`src/rtl/sar_pkg.sv`:
```
// rtl/sar_pkg.sv - shared state encoding and width helper for the SAR search engine
package sar_pkg;

    typedef enum logic [1:0] {
        IDLE = 2'd0,
        TEST = 2'd1,
        DONE = 2'd2
    } sar_state_t;

    // A single-bit search still needs a one-bit index register.
    function automatic int idx_width(input int n);
        return (n > 1) ? $clog2(n) : 1;
    endfunction

endpackage

```
`src/rtl/sar_search.sv`:
```
// rtl/sar_search.sv - successive-approximation search driving an external magnitude comparator
module sar_search
    import sar_pkg::*;
#(
    parameter int N = 4
) (
    input  logic         clk,
    input  logic         rst,
    input  logic         start,
    input  logic         lt,
    output logic [N-1:0] trial,
    output logic         busy,
    output logic         done,
    output logic [N-1:0] result
);

    localparam int IW = idx_width(N);
    localparam logic [IW-1:0] IDX_TOP = IW'(N - 1);
    localparam logic [N-1:0]  ONE     = N'(1);

    sar_state_t      state_q, state_d;
    logic [N-1:0]    acc_q, acc_d;
    logic [IW-1:0]   idx_q, idx_d;
    logic [N-1:0]    result_q, result_d;
    logic [N-1:0]    bit_mask;

    assign bit_mask = ONE << idx_q;
    assign result   = result_q;

    always_ff @(posedge clk) begin
        if (rst) begin
            state_q  <= IDLE;
            acc_q    <= '0;
            idx_q    <= IDX_TOP;
            result_q <= '0;
        end else begin
            state_q  <= state_d;
            acc_q    <= acc_d;
            idx_q    <= idx_d;
            result_q <= result_d;
        end
    end

    always_comb begin
        state_d  = state_q;
        acc_d    = acc_q;
        idx_d    = idx_q;
        result_d = result_q;
        trial    = '0;
        busy     = 1'b0;
        done     = 1'b0;

        case (state_q)
            IDLE: begin
                if (start) begin
                    state_d = TEST;
                    acc_d   = '0;
                    idx_d   = IDX_TOP;
                end
            end
            TEST: begin
                busy  = 1'b1;
                // Lower bits of acc are still zero here, so OR cannot carry.
                trial = acc_q | bit_mask;
                acc_d = lt ? acc_q : (acc_q | bit_mask);
                if (idx_q == '0) begin
                    state_d  = DONE;
                    result_d = acc_d;
                end else begin
                    idx_d = idx_q - 1'b1;
                end
            end
            DONE: begin
                done = 1'b1;
                if (start) begin
                    state_d = TEST;
                    acc_d   = '0;
                    idx_d   = IDX_TOP;
                end else begin
                    state_d = IDLE;
                end
            end
            default: begin
                state_d = IDLE;
            end
        endcase
    end

endmodule

```
`config.mk`:
```
export PLATFORM = sky130hd
export DESIGN_NAME = sar_search
export DESIGN_NICKNAME = d
export VERILOG_FILES = /design/src/rtl/sar_pkg.sv /design/src/rtl/sar_search.sv
export SDC_FILE = /design/constraint.sdc
export NUM_CORES = 1
export LEC_CHECK = 0
export ABC_AREA = 1
export BUFFER_PORTS_ARGS = -buffer_cell sky130_fd_sc_hd__buf_4
export CAP_MARGIN = 5
export CELL_PAD_IN_SITES_DETAIL_PLACEMENT = 1
export CELL_PAD_IN_SITES_GLOBAL_PLACEMENT = 1
export CORE_MARGIN = 2
export CORE_UTILIZATION = 35
export DETAILED_ROUTE_END_ITERATION = 8
export GPL_TIMING_DRIVEN = 0
export PLACE_DENSITY_LB_ADDON = 0.1
export REMOVE_ABC_BUFFERS = 1
export SLEW_MARGIN = 25
export SYNTH_ARGS = -nofsm -noshare
export SYNTH_HDL_FRONTEND = slang
export SYNTH_SLANG_ARGS = --single-unit
export TNS_END_PERCENT = 30
```
`constraint.sdc`:
```
create_clock -name clk -period 1.6 [get_ports clk]
set_clock_uncertainty 0.2 [all_clocks]
set_input_delay 0.16 -clock clk [delete_from_list [all_inputs] [get_ports clk]]
set_output_delay 0.16 -clock clk [all_outputs]
set_load 0.03 [all_outputs]
```
Word level (Yosys, flattened, before mapping) --
Cells that the tools add are included.
Storage, ports and cells: flip-flop bits (word level) 12, bits in latches 0, bits in writable memories 0, memory bits (read-only) 0, output and inout bits 10, memories 0
Cells by class: $add $sub $neg 1, multiply operators 0, divide/modulo/power cells 0, order comparisons 0, equality and inequality tests 6, shift-type cells 1, mux-type cells 13, bitwise logic cells 1, reduce and logical (&&, ||, !) cells 8
Operators by type and width (count):
- $mux 4 | 3
- $mux 2 | 4
- $pmux 4 s2 | 1
- $ne 2x2->1 const B | 3
- $pmux 2 s3 | 1
- $reduce_and 2->1 | 3
- $logic_not 2->1 | 2
- $or 4x4->4 | 1
- $pmux 2 s2 | 1
- $shl 1x2->4 const A | 1
- $mux 1 | 3
- $reduce_and 3->1 | 1
- $eq 2x1->1 const B | 1
- $eq 2x2->1 const B | 1
- $ne 2x1->1 const B | 1
- $reduce_bool 2->1 | 1
- $reduce_or 2->1 | 1
- $sub 2x1->2 const B | 1

Longest topological paths before layout --
depth in word-level cells 4, gate-level depth with buffers 7

Worst setup path before layout --
OpenSTA, ideal clock, no wires.
kind register to output, from reg idx_q[0], to out trial[0], data arrival time 1198 ps, data required time 1240 ps, setup slack 42 ps, cell stages (with the launch flop) 5, path buffers 0, path through dfxtp_1 -> inv_1 -> ha_1 -> inv_1 -> a21oi_1
On the way: cells in the longest elaborated chain, start to end 3
Ends and longest elaborated chain:
- start: declaration | line sar_search.sv:23 | logic [IW-1:0] idx_q, idx_d;
- start signal: assignment | line sar_search.sv:39 | idx_q <= idx_d;
- $shl 1x2->4 | line sar_search.sv:27 | assign bit_mask = ONE << idx_q;
- $or 4x4->4 | line sar_search.sv:64 | trial = acc_q | bit_mask;
- $mux 4 | line sar_search.sv:53 | case (state_q)
- end: declaration | line sar_search.sv:11 | output logic [N-1:0] trial,
Every way passes these cells.

Final worst setup path --
Same ends and word-level chain as after synthesis.

==> out/metrics.yaml <==
die-area_um2: 2000
crit_top_cell: "inv_4"
hold_depth: 4
antenna_found_initial: 0
core_area_um2: 1520
yosys-top-cells-count: "nand2_1 (20), inv_1 (15), dfxtp_1 (12)"
syn_inst: 80
met1_usage: 0.219
drive_gt1_frac: 0.323
final_area_um2: 805
vias: 578
synth-seq-cells: 12
synth_flop_cell: "dfxtp_1"
grt_overflow_total: 0
n_antenna_cell: 0
finalNetCount: 109
instances_no_fill: 115
leakagePower_nw: 0.370
mappedNetlistArea_um2: 581
synth-seq-area-share: 0.414
die_w_um: 44.7
finalCriticalPeriod_ps: 1580
dp_cells: 109
slowest_stage: "dfxtp_4"
crit_type: "flip-flop to output pin"
rsz0062_at_grt: "true"
drt_iter0_drc: 7
num_rows: 14
clock-sinks: 12
setup_tns_ps: 0
timing.fmax_ghz: 0.634
yosysMostFrequentCell: "nand2_1"
synth_area_per_cell_um2: 7.26
grt.busiest_layer: "met2"
wl_per_cell_um: 12.8
vdd_drop_max_mv: 0.597
ys_warn_count: 0
htree_num_levels: 1
antenna_left: 0
status: "complete, no violations"
place.gp.congestion: 0.702
netlist-cell-type-count: 12
hpwlAfterDp_um: 1080
drc: 0
final_core_util: 0.528
p_total_mw: 0.653
finalCritPeriodShare: 0.985
ios: 14
grtUsageTotal: 0.183
hp-start: "lt"
area_growth_pct: 38.6
rrSetupSlack_ps: 240
drv_cap: 0
slew_headroom: 0.792
numCtsBuffers: 3
cp.arrival_ps: 1220
crit_required_ps: 1240
cp-start-kind: "flip-flop"
worstPathCellList: "inv_4 -> ha_4 -> inv_4 -> a21oi_2 -> buf_6"
cp_slowest_stage_delay_ps: 370
hold_class: "input port to flip-flop"
initial_utilization: 0.381
crit_fanout: 4
hold_viol_final: 0
grt_use_met2: 0.293
root_buffer: "clkbuf_4"
grt_pass1_wl_um: 2550
setup_viol: 0
fin_ws_ps: 24.0
cp_num_buf_inv: 3
reg2reg_to: "acc_q[2]"
synthArstFlopShare: 0
tightest_slew_ps: 308
clk_path_buf_depth: 2
routed_wl_um: 1470
port_buffers: 13
endpoint_kind: "output pin"
grt_use_met3: 0.0360
synth_top_area_frac: 0.414
fillCellCount: 185
grt_pass1_vias: 558
dpl-instance-area_um2: 698
synth_top_area_cell: "dfxtp_1"
whs_endpoint: "acc_q[0]"
critical-path-top-delay-family: "flip-flops"
pre_cts_ws_ps: 70.6
vias_per_cell: 5.03
synth-edff-count: 0
reg2reg_from: "idx_q[0]"
dieHeight_um: 44.7
grt_max_degree: 10
p_per_area_nw_per_um2: 811
first_pass_iters: 4
drv_slew: 0
rr_worst_depth: 6
hold_slack_ps: 10.9
clock_latency_ps: 280
path_clk_slew_ps: 80
synthTopCellsByArea: "dfxtp_1 (41%), nand2_1 (13%), inv_1 (9.7%)"
cts_tree: "yes"
-- registers in the layout, indices dropped and copies added (netlist names) --
name	flops
result	4
state_q	2
acc_q	4
idx_q	2
-- worst max-delay path by stage --
stage	start	end	slack, ps	depth (start not counted)
3_5_place_dp	idx_q[0]	idx_q[0]	70	6
3_3_place_gp	idx_q[0]	idx_q[0]	100	6
2_1_floorplan	idx_q[0]	trial[0]	40	4
5_1_grt	idx_q[1]	trial[1]	-20	5
6_report	idx_q[0]	trial[0]	20	5
4_1_cts	idx_q[0]	trial[0]	0.8	5
-- power breakdown --
group	switching, mW	internal, mW
Sequential	0.0157	0.309
Combinational	0.0815	0.0521
Clock	0.106	0.0874
-- worst reg2reg max path, cell delays in order, from the launching register on --
cell,delay (ps)
dfxtp_4,370
inv_4,70
ha_1,130
inv_1,50
o21ai_0,270
nand2_1,90
a21oi_1,100
-- logic make-up (layout without fill, tap and decap cells) --
logic type	count (synthesis)	count (layout)	synth area share
AOI/OAI and AO/OA	15	15	0.140
adders and majority gates	4	4	0.0862
buffers and inverters	15	34	0.0970
DFF	12	12	0.414
and+or+nand+nor	34	34	0.263
-- layout by cell type (no fill, tap or decap), types with 2 or more instances in the layout --
master	instances
a21oi_1	8
a21oi_2	4
buf_4	11
buf_6	3
clkbuf_4	3
dfxtp_1	9
dfxtp_4	2
dlygate4sd3_1	2
ha_1	3
inv_1	10
inv_2	2
inv_4	3
nand2_1	20
nand3_1	7
nor2_1	5
o21ai_0	2
-- timing repair --
action	4_1_cts	5_1_grt
pin swaps	1	3
setup buffers	1	0
hold endpoints to repair	8	0
endpoints found under the setup margin	4	4
resized for setup	11	11
hold buffers	2	0
-- layout make-up --
type,instances,area (um^2),share of cell area
flip-flops and latches,12,249,0.309
inverters,15,63.8,0.0793
clock buffers,3,22.5,0.0280
repair buffers,16,136,0.170
well taps,16,20.0,0.0249
multi-input cells,53,313,0.389
-- metal layers --
| layer | share of wire | up-vias | routed length [um] |
|---|---|---|---|
| li1 | - | 289 | - |
| met1 | 0.45 | 265 | 666 |
| met2 | 0.47 | 19 | 694 |
| met3 | 0.047 | 5 | 70 |
| met4 | 0.028 | 0 | 42 |
| met5 | 0 | - | 0 |
Note: power is estimated with default switching activity, not from simulation.
